**config.mk**
```make
export PLATFORM = sky130hd
export DESIGN_NAME = m_tx
export DESIGN_NICKNAME = d
export VERILOG_FILES = /design/src/rtl/m_tx.sv
export SDC_FILE = /design/constraint.sdc
export NUM_CORES = 1
export LEC_CHECK = 0
export CAP_MARGIN = 20
export CORE_ASPECT_RATIO = 1.5
export CORE_MARGIN = 5
export CORE_UTILIZATION = 45
export CTS_CLUSTER_DIAMETER = 50
export DETAILED_ROUTE_END_ITERATION = 12
export MAX_ROUTING_LAYER = met4
export PLACE_DENSITY = 0.71
export RECOVER_POWER = 25
export SLEW_MARGIN = 20
export SYNTH_ARGS = -nofsm -noshare
export SYNTH_HDL_FRONTEND = slang
export SYNTH_SLANG_ARGS = --single-unit
```
**constraint.sdc**
```tcl
create_clock -name clk -period 3.7 [get_ports clk]
set_clock_uncertainty 0.05 [all_clocks]
set_input_delay 0.74 -clock clk [delete_from_list [all_inputs] [get_ports clk]]
set_output_delay 0.74 -clock clk [all_outputs]
set_load 0.05 [all_outputs]
```
**src/rtl/m_tx.sv**
```systemverilog
// m_tx: byte-serial packet source to 64-bit word stream with sop/eop/length
// framing, minimum inter-packet gap and maximum packet length enforcement.

package m_pkg;
   // One word of the matcher ingress stream; data is little-endian by byte.
   typedef struct packed {
      logic        sop;
      logic        eop;
      logic [3:0]  length;
      logic [63:0] data;
   } in_t;
endpackage

module m_tx #(
   parameter int unsigned IPG_CYCLES = 1,
   parameter int unsigned MAX_WORDS  = 256
) (
   input  logic         clk,
   input  logic         rst,
   input  logic         byte_vld_w,
   input  logic [7:0]   byte_w,
   input  logic         byte_last_w,
   output logic         byte_rdy_r,
   output logic         out_vld_r,
   output m_pkg::in_t   out_r,
   output logic [15:0]  pkt_cnt_r,
   output logic         trunc_r
);

   localparam int unsigned WCW      = $clog2(MAX_WORDS) + 1;
   localparam int unsigned GCW      = (IPG_CYCLES > 1) ? $clog2(IPG_CYCLES) : 1;
   localparam int unsigned GAP_LOAD = (IPG_CYCLES > 0) ? IPG_CYCLES - 1 : 0;

   typedef enum logic [1:0] {
      S_IDLE,
      S_FILL,
      S_DRAIN,
      S_GAP
   } state_e;

   state_e           state_q, state_d;
   logic             rdy_q, rdy_d;
   logic             vld_q, vld_d;
   m_pkg::in_t       out_q, out_d;
   logic [15:0]      pkt_q, pkt_d;
   logic             trunc_q, trunc_d;
   logic [2:0]       idx_q, idx_d;
   logic [63:0]      acc_q, acc_d;
   logic [WCW-1:0]   wcnt_q, wcnt_d;
   logic             first_q, first_d;
   logic [GCW-1:0]   gap_q, gap_d;

   logic             accept;
   logic [63:0]      word_data;
   logic             is_sop;
   logic [WCW-1:0]   word_num;
   logic             cut;
   logic             word_done;

   // Next-state, packing and framing logic.
   always_comb begin
      state_d = state_q;
      rdy_d   = rdy_q;
      vld_d   = 1'b0;
      out_d   = out_q;
      pkt_d   = pkt_q;
      trunc_d = trunc_q;
      idx_d   = idx_q;
      acc_d   = acc_q;
      wcnt_d  = wcnt_q;
      first_d = first_q;
      gap_d   = gap_q;

      accept    = byte_vld_w & rdy_q;
      word_data = acc_q | (64'(byte_w) << {idx_q, 3'b000});
      is_sop    = (state_q == S_IDLE) | first_q;
      word_num  = is_sop ? WCW'(1) : wcnt_q + WCW'(1);
      cut       = (word_num == WCW'(MAX_WORDS)) & ~byte_last_w;
      word_done = (idx_q == 3'd7) | byte_last_w;

      case (state_q)
         S_IDLE, S_FILL: begin
            if (accept) begin
               if (word_done) begin
                  vld_d        = 1'b1;
                  out_d.sop    = is_sop;
                  out_d.eop    = byte_last_w | cut;
                  out_d.length = 4'(idx_q) + 4'd1;
                  out_d.data   = word_data;
                  wcnt_d       = word_num;
                  idx_d        = 3'd0;
                  acc_d        = 64'd0;
                  first_d      = 1'b0;
                  if (byte_last_w | cut) begin
                     pkt_d = pkt_q + 16'd1;
                  end
                  if (cut) begin
                     trunc_d = 1'b1;
                     state_d = S_DRAIN;
                  end else if (byte_last_w) begin
                     if (IPG_CYCLES == 0) begin
                        state_d = S_IDLE;
                     end else begin
                        state_d = S_GAP;
                        gap_d   = GCW'(GAP_LOAD);
                     end
                  end else begin
                     state_d = S_FILL;
                  end
               end else begin
                  idx_d   = idx_q + 3'd1;
                  acc_d   = word_data;
                  state_d = S_FILL;
                  if (state_q == S_IDLE) begin
                     first_d = 1'b1;
                  end
               end
            end
         end
         S_DRAIN: begin
            if (accept && byte_last_w) begin
               if (IPG_CYCLES == 0) begin
                  state_d = S_IDLE;
               end else begin
                  state_d = S_GAP;
                  gap_d   = GCW'(GAP_LOAD);
               end
            end
         end
         S_GAP: begin
            if (gap_q == '0) begin
               state_d = S_IDLE;
            end else begin
               gap_d = gap_q - GCW'(1);
            end
         end
         default: state_d = S_IDLE;
      endcase

      rdy_d = (state_d != S_GAP);
   end

   // State and output registers with synchronous reset.
   always_ff @(posedge clk) begin
      if (rst) begin
         state_q <= S_IDLE;
         rdy_q   <= 1'b0;
         vld_q   <= 1'b0;
         out_q   <= '0;
         pkt_q   <= 16'd0;
         trunc_q <= 1'b0;
         idx_q   <= 3'd0;
         acc_q   <= 64'd0;
         wcnt_q  <= '0;
         first_q <= 1'b0;
         gap_q   <= '0;
      end else begin
         state_q <= state_d;
         rdy_q   <= rdy_d;
         vld_q   <= vld_d;
         out_q   <= out_d;
         pkt_q   <= pkt_d;
         trunc_q <= trunc_d;
         idx_q   <= idx_d;
         acc_q   <= acc_d;
         wcnt_q  <= wcnt_d;
         first_q <= first_d;
         gap_q   <= gap_d;
      end
   end

   assign byte_rdy_r = rdy_q;
   assign out_vld_r  = vld_q;
   assign out_r      = out_q;
   assign pkt_cnt_r  = pkt_q;
   assign trunc_r    = trunc_q;

endmodule

```
==> Word level (Yosys, flattened, before mapping) <==
Cells that the tools add are included.
{ "op_classes": {"reduce_logical": 11, "mux": 20, "n_eq_ne": 11, "n_addsub": 5, "shift": 1, "bitwise": 9} }
{ "op_table": {"columns": ["op", "count"], "rows": [
  ["$mux 64", 1],
  ["$or 64x64->64", 1],
  ["$shl 8x6->64", 1],
  ["$add 16x1->16 const B", 1],
  ["$mux 2", 6],
  ["$ne 2x2->1 const B", 6],
  ["$add 9x1->9 const B", 1],
  ["$eq 9x9->1 const B", 1],
  ["$mux 1", 9],
  ["$mux 9", 1],
  ["$reduce_and 4->1", 2],
  ["$pmux 2 s3", 1],
  ["$reduce_and 3->1", 2],
  ["$reduce_and 5->1", 1],
  ["$add 3x1->4 const B", 1],
  ["$eq 2x2->1 const B", 2],
  ["$add 3x1->3 const B", 1],
  ["$eq 3x3->1 const B", 1],
  ["$mux 3", 1],
  ["$not 1->1", 3],
  ["$or 1x1->1", 3],
  ["$pmux 1 s3", 1],
  ["$reduce_or 3->1", 1],
  ["$and 1x1->1", 2],
  ["7 further kinds", 7]
]} }
{ "word_totals": {"wordCells": 71, "in_bits": 12, "register_bits": 169} }

==> Logic depth before layout (Yosys ltp) <==
Gate-level depths: netlist of the first run.
{ "logic_depth": {"word_depth": 10, "mapped_depth": 9} }

==> Worst setup path before layout of the first run <==
Ideal clock, no wire load.
{ "synth_path": {"kind": "reg-to-reg", "start": "register pkt_q[0] (netlist: pkt_cnt_r[0])", "end": "register pkt_q[8] (netlist: pkt_cnt_r[8])", "path_stages_with_launch": 7, "arrival_ns": 2.316, "path_slack_ns": 1.213, "period_less_slack_ns": 2.487, "n_path_buf": 0, "path_cell_list": "dfxtp_1 ha_1 and4_4 nor3b_1 nand4_1 o32ai_2 mux2_4"} }
{ "synth_via": {"elab_chain_cells": 1} }
{ "synth_rtl": {"columns": ["item", "line_no", "rtl"], "rows": [
  ["from (decl)", "45", "logic [15:0] pkt_q, pkt_d;"],
  ["from (signal assigned)", "162", "pkt_q <= pkt_d;"],
  ["$add 16x1->16", "95", "pkt_d = pkt_q + 16'd1;"]
]} }
No other way between the ends.
A chain may end at the register's enable or synchronous reset.

==> Worst setup path after layout of the first run <==
{ "layout_path": {"start": "input port byte_vld_w", "end": "register acc_q[51]"} }
{ "layout_via": {"elab_chain_cells": 2} }
{ "layout_rtl": {"columns": ["item", "line_no", "rtl"], "rows": [
  ["from (decl)", "20", "input logic byte_vld_w,"],
  ["$and 1x1->1", "74", "accept = byte_vld_w & rdy_q;"],
  ["$reduce_and 2->1 (no source line)", null, null],
  ["to (signal assigned)", "153", "acc_q <= 64'd0;"],
  ["to (signal assigned)", "165", "acc_q <= acc_d;"],
  ["to (decl)", "48", "logic [63:0] acc_q, acc_d;"]
]} }
No other way between the ends.

==> results_dict.tcl, run 1 <==
set metrics [dict create \
    status "completed" \
    power_switching_mw 1.24 \
    rr_worst_depth 7 \
    period_needed_ps 2980 \
    h-tree-depth 4 \
    setup_tns_ps 0 \
    synth_area_per_cell_um2 8.65 \
    cts_made_buffers 17 \
    cts-root-buf "clkbuf_16" \
    combPwrFrac_pct 14.4 \
    synth_top_area_cell "dfxtp_1" \
    critPathKind "in -> reg" \
    maxCapViolations 0 \
    cp.required_ps 3900 \
    die_area_um2 17900 \
    grtUsageTotal_pct 20.9 \
    min_from "trunc_r$_SDFFE_PP0P_" \
    clk_latency_ps 420 \
    cts.sink_count 168 \
    detailed_place_hpwl_um 11700 \
    start_util_pct 45.7 \
    grt_pass1_vias 5718 \
    ys_ff_latch 168 \
    ant_nets 0 \
    clk_path_buf_depth 2 \
    cts_setup_buffers 0 \
    post-route-period-util_pct 80.5 \
    dieWidth_um 111 \
    crit_path_max_fanout 32 \
    viasPerCell 5.61 \
    drt-initial-drc-count 433 \
    tightest_slew_ps 1370 \
    p_sw_share_pct 27.6 \
    rsz0062_at_grt "false" \
    placed_cell_area_um2 7980 \
    p_leak_nw 3.03 \
    final_cell_count_no_fill 1069 \
    diodes 0 \
    clk_pin_slew_worst_paths_ps 60 \
    r2r_setup_slack_ps 800 \
    antenna_found_initial 0 \
    final_net_count 874 \
    relSlewSlack_pct 8.95 \
    netlist_area_um2 6890 \
    grt_first_pass_wirelength_um 29700 \
    drt_pass1_iterations 6 \
    finalSetupViolCount 0 \
    cp-start-kind "primary input" \
    drcViolationCount 0 \
    hold_depth 2 \
    hold_viol_final 0 \
    hold_slack_ps 393 \
    maxSlewViolCount 0 \
    seqPwrFrac_pct 43.1 \
    synth_top_cell_area_share_pct 48.8 \
    grt_max_degree 74 \
    die_y_um 162 \
    synth_seq_area_share_pct 48.8 \
    syn_inst 796 \
    critPathMaxStageDelay_ps 1010 \
    num_vias 5998 \
    yosysWarnings 0 \
    synthTopCellsByCount "dfxtp_1, nor2_1, a21oi_1, nor3_1, a211oi_1" \
    drive_gt1_share_pct 8.85 \
    synthFlopType "dfxtp_1" \
    fmax_mhz 336 \
    synth_top_cells_by_area "dfxtp_1, nor2_1, a211oi_1" \
    grt_remaining_overflow 0 \
    routedWlPerCell_um 17.2 \
    worstReg2RegStart "idx_q[0]$_SDFFE_PP0P_" \
    crit_slowest_cell "clkbuf_1" \
    ios 101 \
    holdBufCountCts 0 \
    design_area_um2 8590 \
    rr_endpoint "acc_q[51]$_SDFFE_PP0P_" \
    ctsResizeCount 0 \
    yosysMostFrequentCell "dfxtp_1" \
    async_flop_share_pct 0 \
    io_buffers 100 \
    synth_nets 812 \
    totalWireLength_um 18300 \
    synth.distinct_cells 59 \
    synthToLayoutAreaGrowth_pct 24.7 \
    worstHoldPathType "reg -> reg" \
    clockPowerShare_pct 42.5 \
    synth-edff-count 0 \
    gp_congestion 0.828 \
    hold_path_end "trunc_r$_SDFFE_PP0P_" \
    crit_chain "clkdlybuf4s50_1 -> and3b_1 -> o21ai_0 -> buf_4 -> nand2b_2 -> clkbuf_1 -> nor2_1" \
    p_int_mw 3.24 \
    std_cell_rows 55 \
    ir_drop_mv 0.270 \
    core_um2 15100 \
    end_kind "register" \
    p_per_area_nw_per_um2 521 \
    cp_data_arrival_time_ps 3180 \
    total_power_mw 4.48 \
    cts_tree "done" \
    dp.cells 1038 \
]
-- metal layers --
metal  vias up  part of all wire (%)  global-route usage (%)
met1      2870                    42                    25.6
met2       192                    51                    35.5
met3        28                   5.3                    3.79
li1       2908                     -                       -
met4         0                   1.6                    6.09
met5         -                     0                       -
-- worst max-delay path by stage --
stage	startpoint	end	slack [ps]	cells after the start
after floorplan	pkt_cnt_r[0]$_SDFFE_PP0P_	pkt_cnt_r[8]$_SDFFE_PP0P_	1210	6
after global placement	byte_vld_w	pkt_cnt_r[15]$_SDFFE_PP0P_	640	6
after detailed placement	byte_vld_w	pkt_cnt_r[15]$_SDFFE_PP0P_	610	6
after CTS	byte_vld_w	pkt_cnt_r[15]$_SDFFE_PP0P_	1040	6
after global routing	idx_q[0]$_SDFFE_PP0P_	acc_q[51]$_SDFFE_PP0P_	520	7
final	byte_vld_w	acc_q[51]$_SDFFE_PP0P_	720	7
-- stage by stage --
stage	setup slack [ps]	utilization, %
after floorplan	1210	-
after global placement	637	53.0
after detailed placement	609	53.0
after CTS	1040	57.2
after global routing	516	57.0
final	721	57.0
-- cells by family (layout without fill, tap and decap cells) --
kind of cell | Yosys count | after routing | synth area share [%]
buf+inv | 77 | 151 | 4.92
compound gates | 179 | 179 | 17.5
simple gates | 348 | 348 | 24.4
flops | 168 | 168 | 48.8
mux | 16 | 16 | 3.03
fa+ha+maj | 4 | 4 | 0.727
xor+xnor | 4 | 4 | 0.618
-- worst max-delay path: cells and delay by family --
| kind | cells | cell delay, ps |
|---|---|---|
| AOI/OAI and AO/OA | 1 | 110 |
| buffers and inverters | 3 | 1820 |
| and+or+nand+nor | 3 | 480 |
-- power groups by stage --
stage	registers, mW	logic (mW)	clock network, mW
after floorplan	2.15	0.249	0
after global placement	1.97	0.644	0
after detailed placement	1.97	0.648	0
after CTS	1.93	0.652	1.93
after global routing	1.94	0.691	2.01
final	1.93	0.647	1.90
-- sequential cells by signal (all words and copies together) (netlist names) --
| name | flops |
|---|---|
| idx_q | 3 |
| first_q | 1 |
| trunc_r | 1 |
| pkt_cnt_r | 16 |
| byte_rdy_r | 1 |
| out_vld_r | 1 |
| acc_q | 64 |
| wcnt_q | 9 |
| state_q | 2 |
| out_r | 70 |
-- placed cells by master (no fill, tap or decap), types with 5 or more instances in the layout --
cell             count
nand3_1             16
nand2_1             30
clkdlybuf4s50_1     99
o21ai_0              7
mux2_4               8
nor3b_1              5
and2_1               9
nand4_1             10
dfxtp_1            168
a211oi_1            65
mux2_1               7
o31ai_2              6
a21oi_1             83
nor2b_1             15
nor2_1             162
nand3b_1             5
nand2b_1             5
nor3_1              68
clkbuf_16           17
buf_4               15
-- cell type report --
type,instances,area (um2)
Clock buffer,19,443
Clock inverter,12,190
Fill cell,1346,6480
Inverter,3,11.3
Multi-Input combinational cell,551,3190
Sequential cell,168,3360
Tap cell,199,249
Timing Repair Buffer,117,1150
No activity file was read; power rests on OpenSTA's default activity.
==> inputs of run 2 (changes only) <==
--- a/config.mk
+++ b/config.mk
@@ -12,7 +12,7 @@
 export CTS_CLUSTER_DIAMETER = 50
 export DETAILED_ROUTE_END_ITERATION = 12
 export MAX_ROUTING_LAYER = met4
-export PLACE_DENSITY = 0.71
+export PLACE_DENSITY = 0.74
 export RECOVER_POWER = 25
 export SLEW_MARGIN = 20
 export SYNTH_ARGS = -nofsm -noshare
==> constraint.sdc (replaced) <==
create_clock -name clk -period 2.71 [get_ports clk]
set_clock_uncertainty 0.05 [all_clocks]
set_input_delay 0.542 -clock clk [delete_from_list [all_inputs] [get_ports clk]]
set_output_delay 0.542 -clock clk [all_outputs]
set_load 0.05 [all_outputs]
==> results_dict.tcl, run 2 (same netlist as run 1, synthesis figures left out) <==
set metrics [dict create \
    ctsResizeCount 0 \
    detailed_place_hpwl_um 12000 \
    status "completed" \
    combPwrFrac_pct 15.6 \
    maxSlewViolCount 0 \
    crit_slowest_cell "dfxtp_1" \
    hold_viol_final 0 \
    rsz0062_at_grt "false" \
    clk_latency_ps 420 \
    layout_commonest_cell "dfxtp_1" \
    dieWidth_um 111 \
    diodes 0 \
    ant_nets 0 \
    cp-start-kind "register" \
    hold_path_end "trunc_r$_SDFFE_PP0P_" \
    gp_congestion 0.823 \
    totalWireLength_um 18300 \
    seqPwrFrac_pct 45.4 \
    cts-root-buf "clkbuf_16" \
    fmax_mhz 394 \
    worstReg2RegStart "idx_q[1]$_SDFFE_PP0P_" \
    largest_reg_flops 70 \
    grt_first_pass_wirelength_um 29400 \
    clk_path_buf_depth 2 \
    end_kind "register" \
    hold_depth 2 \
    clk_pin_slew_worst_paths_ps 60 \
    drt_pass1_iterations 4 \
    cp.required_ps 2960 \
    r2r_setup_slack_ps 170 \
    clockPowerShare_pct 38.9 \
    final_cell_count_no_fill 1084 \
    hold_slack_ps 402 \
    routedWlPerCell_um 16.9 \
    drcViolationCount 0 \
    crit_path_max_fanout 10 \
    die_area_um2 17900 \
    std_cell_rows 55 \
    grt_pass1_vias 5807 \
    worstHoldPathType "reg -> reg" \
    ios 101 \
    holdBufCountCts 0 \
    rr_endpoint "pkt_cnt_r[9]$_SDFFE_PP0P_" \
    p_sw_share_pct 29.2 \
    cp_data_arrival_time_ps 2790 \
    critPathMaxStageDelay_ps 540 \
    num_vias 6065 \
    cpMostUsedCell "ha_1" \
    relSlewSlack_pct 53.6 \
    antenna_found_initial 0 \
    tightest_slew_ps 696 \
    crit_chain "ha_1 -> ha_1 -> o21ai_0 -> or3_1 -> o41ai_1 -> mux2_1" \
    core_um2 15100 \
    setup_tns_ps 0 \
    p_leak_nw 3.10 \
    viasPerCell 5.60 \
    critPathKind "reg -> reg" \
    finalSetupViolCount 0 \
    drt-initial-drc-count 556 \
    cts_made_buffers 17 \
    grtUsageTotal_pct 20.7 \
    ir_drop_mv 0.422 \
    cts_tree "done" \
    rr_worst_depth 6 \
    cts_setup_buffers 0 \
    drive_gt1_share_pct 10.4 \
    maxCapViolations 0 \
    min_from "trunc_r$_SDFFE_PP0P_" \
    dp.cells 1053 \
    final_net_count 889 \
    p_per_area_nw_per_um2 671 \
    cts.sink_count 168 \
    start_util_pct 45.7 \
    io_buffers 100 \
    period_needed_ps 2540 \
    power_switching_mw 1.69 \
    grt_remaining_overflow 0 \
    synthToLayoutAreaGrowth_pct 25.2 \
    mostFrequentLayoutCells "dfxtp_1, nor2_1, clkdlybuf4s50_1" \
    grt_max_degree 84 \
    p_int_mw 4.09 \
    post-route-period-util_pct 93.6 \
    h-tree-depth 4 \
    die_y_um 162 \
    total_power_mw 5.79 \
]
run 2: worst max-delay path, delay by kind of cell, from the launching register on:
kind,cells,cell delay [ps]
AO/OA/AOI/OAI,2,560
adder cells (fa/ha/maj),2,430
flip-flops,1,540
multiplexers,1,350
AND/OR/NAND/NOR,1,500
run 2: layout make-up:
type | count | area, um2
fillers | 1346 | 6440
flip-flops and latches | 168 | 3360
multi-input cells | 551 | 3190
repair buffers | 132 | 1260
clock buffers | 21 | 460
well taps | 199 | 249
clock inverters | 10 | 88.8
inverters | 3 | 11.3
run 2: power by group through the flow:
stage / Combinational, mW / Sequential (mW) / Clock [mW]
floorplan: 0.340 / 2.94 / 0
global placement: 0.904 / 2.68 / 0
detailed placement: 0.910 / 2.68 / 0
CTS: 0.914 / 2.63 / 2.29
global route: 0.962 / 2.64 / 2.39
finish: 0.903 / 2.63 / 2.25
run 2: per-stage QoR:
step,setup slack [ps],util (%),instance area [um2]
2_1_floorplan,223,-,6890
3_3_place_gp,55.1,53.8,8110
3_5_place_dp,28.2,53.8,8110
4_1_cts,181,57.4,8650
5_1_grt,49.1,57.2,8630
6_report,175,57.2,8630
run 2: how the worst max path moves through the flow:
stage | startpoint | cells past startpoint | end | slack, ps
3_3_place_gp | byte_vld_w | 6 | pkt_cnt_r[15]$_SDFFE_PP0P_ | 60
4_1_cts | wcnt_q[0]$_SDFFE_PP0P_ | 6 | pkt_cnt_r[3]$_SDFFE_PP0P_ | 180
3_5_place_dp | byte_vld_w | 6 | pkt_cnt_r[15]$_SDFFE_PP0P_ | 30
2_1_floorplan | pkt_cnt_r[0]$_SDFFE_PP0P_ | 6 | pkt_cnt_r[8]$_SDFFE_PP0P_ | 220
6_report | idx_q[1]$_SDFFE_PP0P_ | 6 | pkt_cnt_r[9]$_SDFFE_PP0P_ | 170
5_1_grt | wcnt_q[0]$_SDFFE_PP0P_ | 6 | pkt_cnt_r[9]$_SDFFE_PP0P_ | 50
run 2: routing by layer:
layer  global-route usage, %  routed length [um]
met3                    3.34                 896
met2                    35.6                9350
met4                    7.75                 367
met5                       -                   0
met1                    24.5                7670
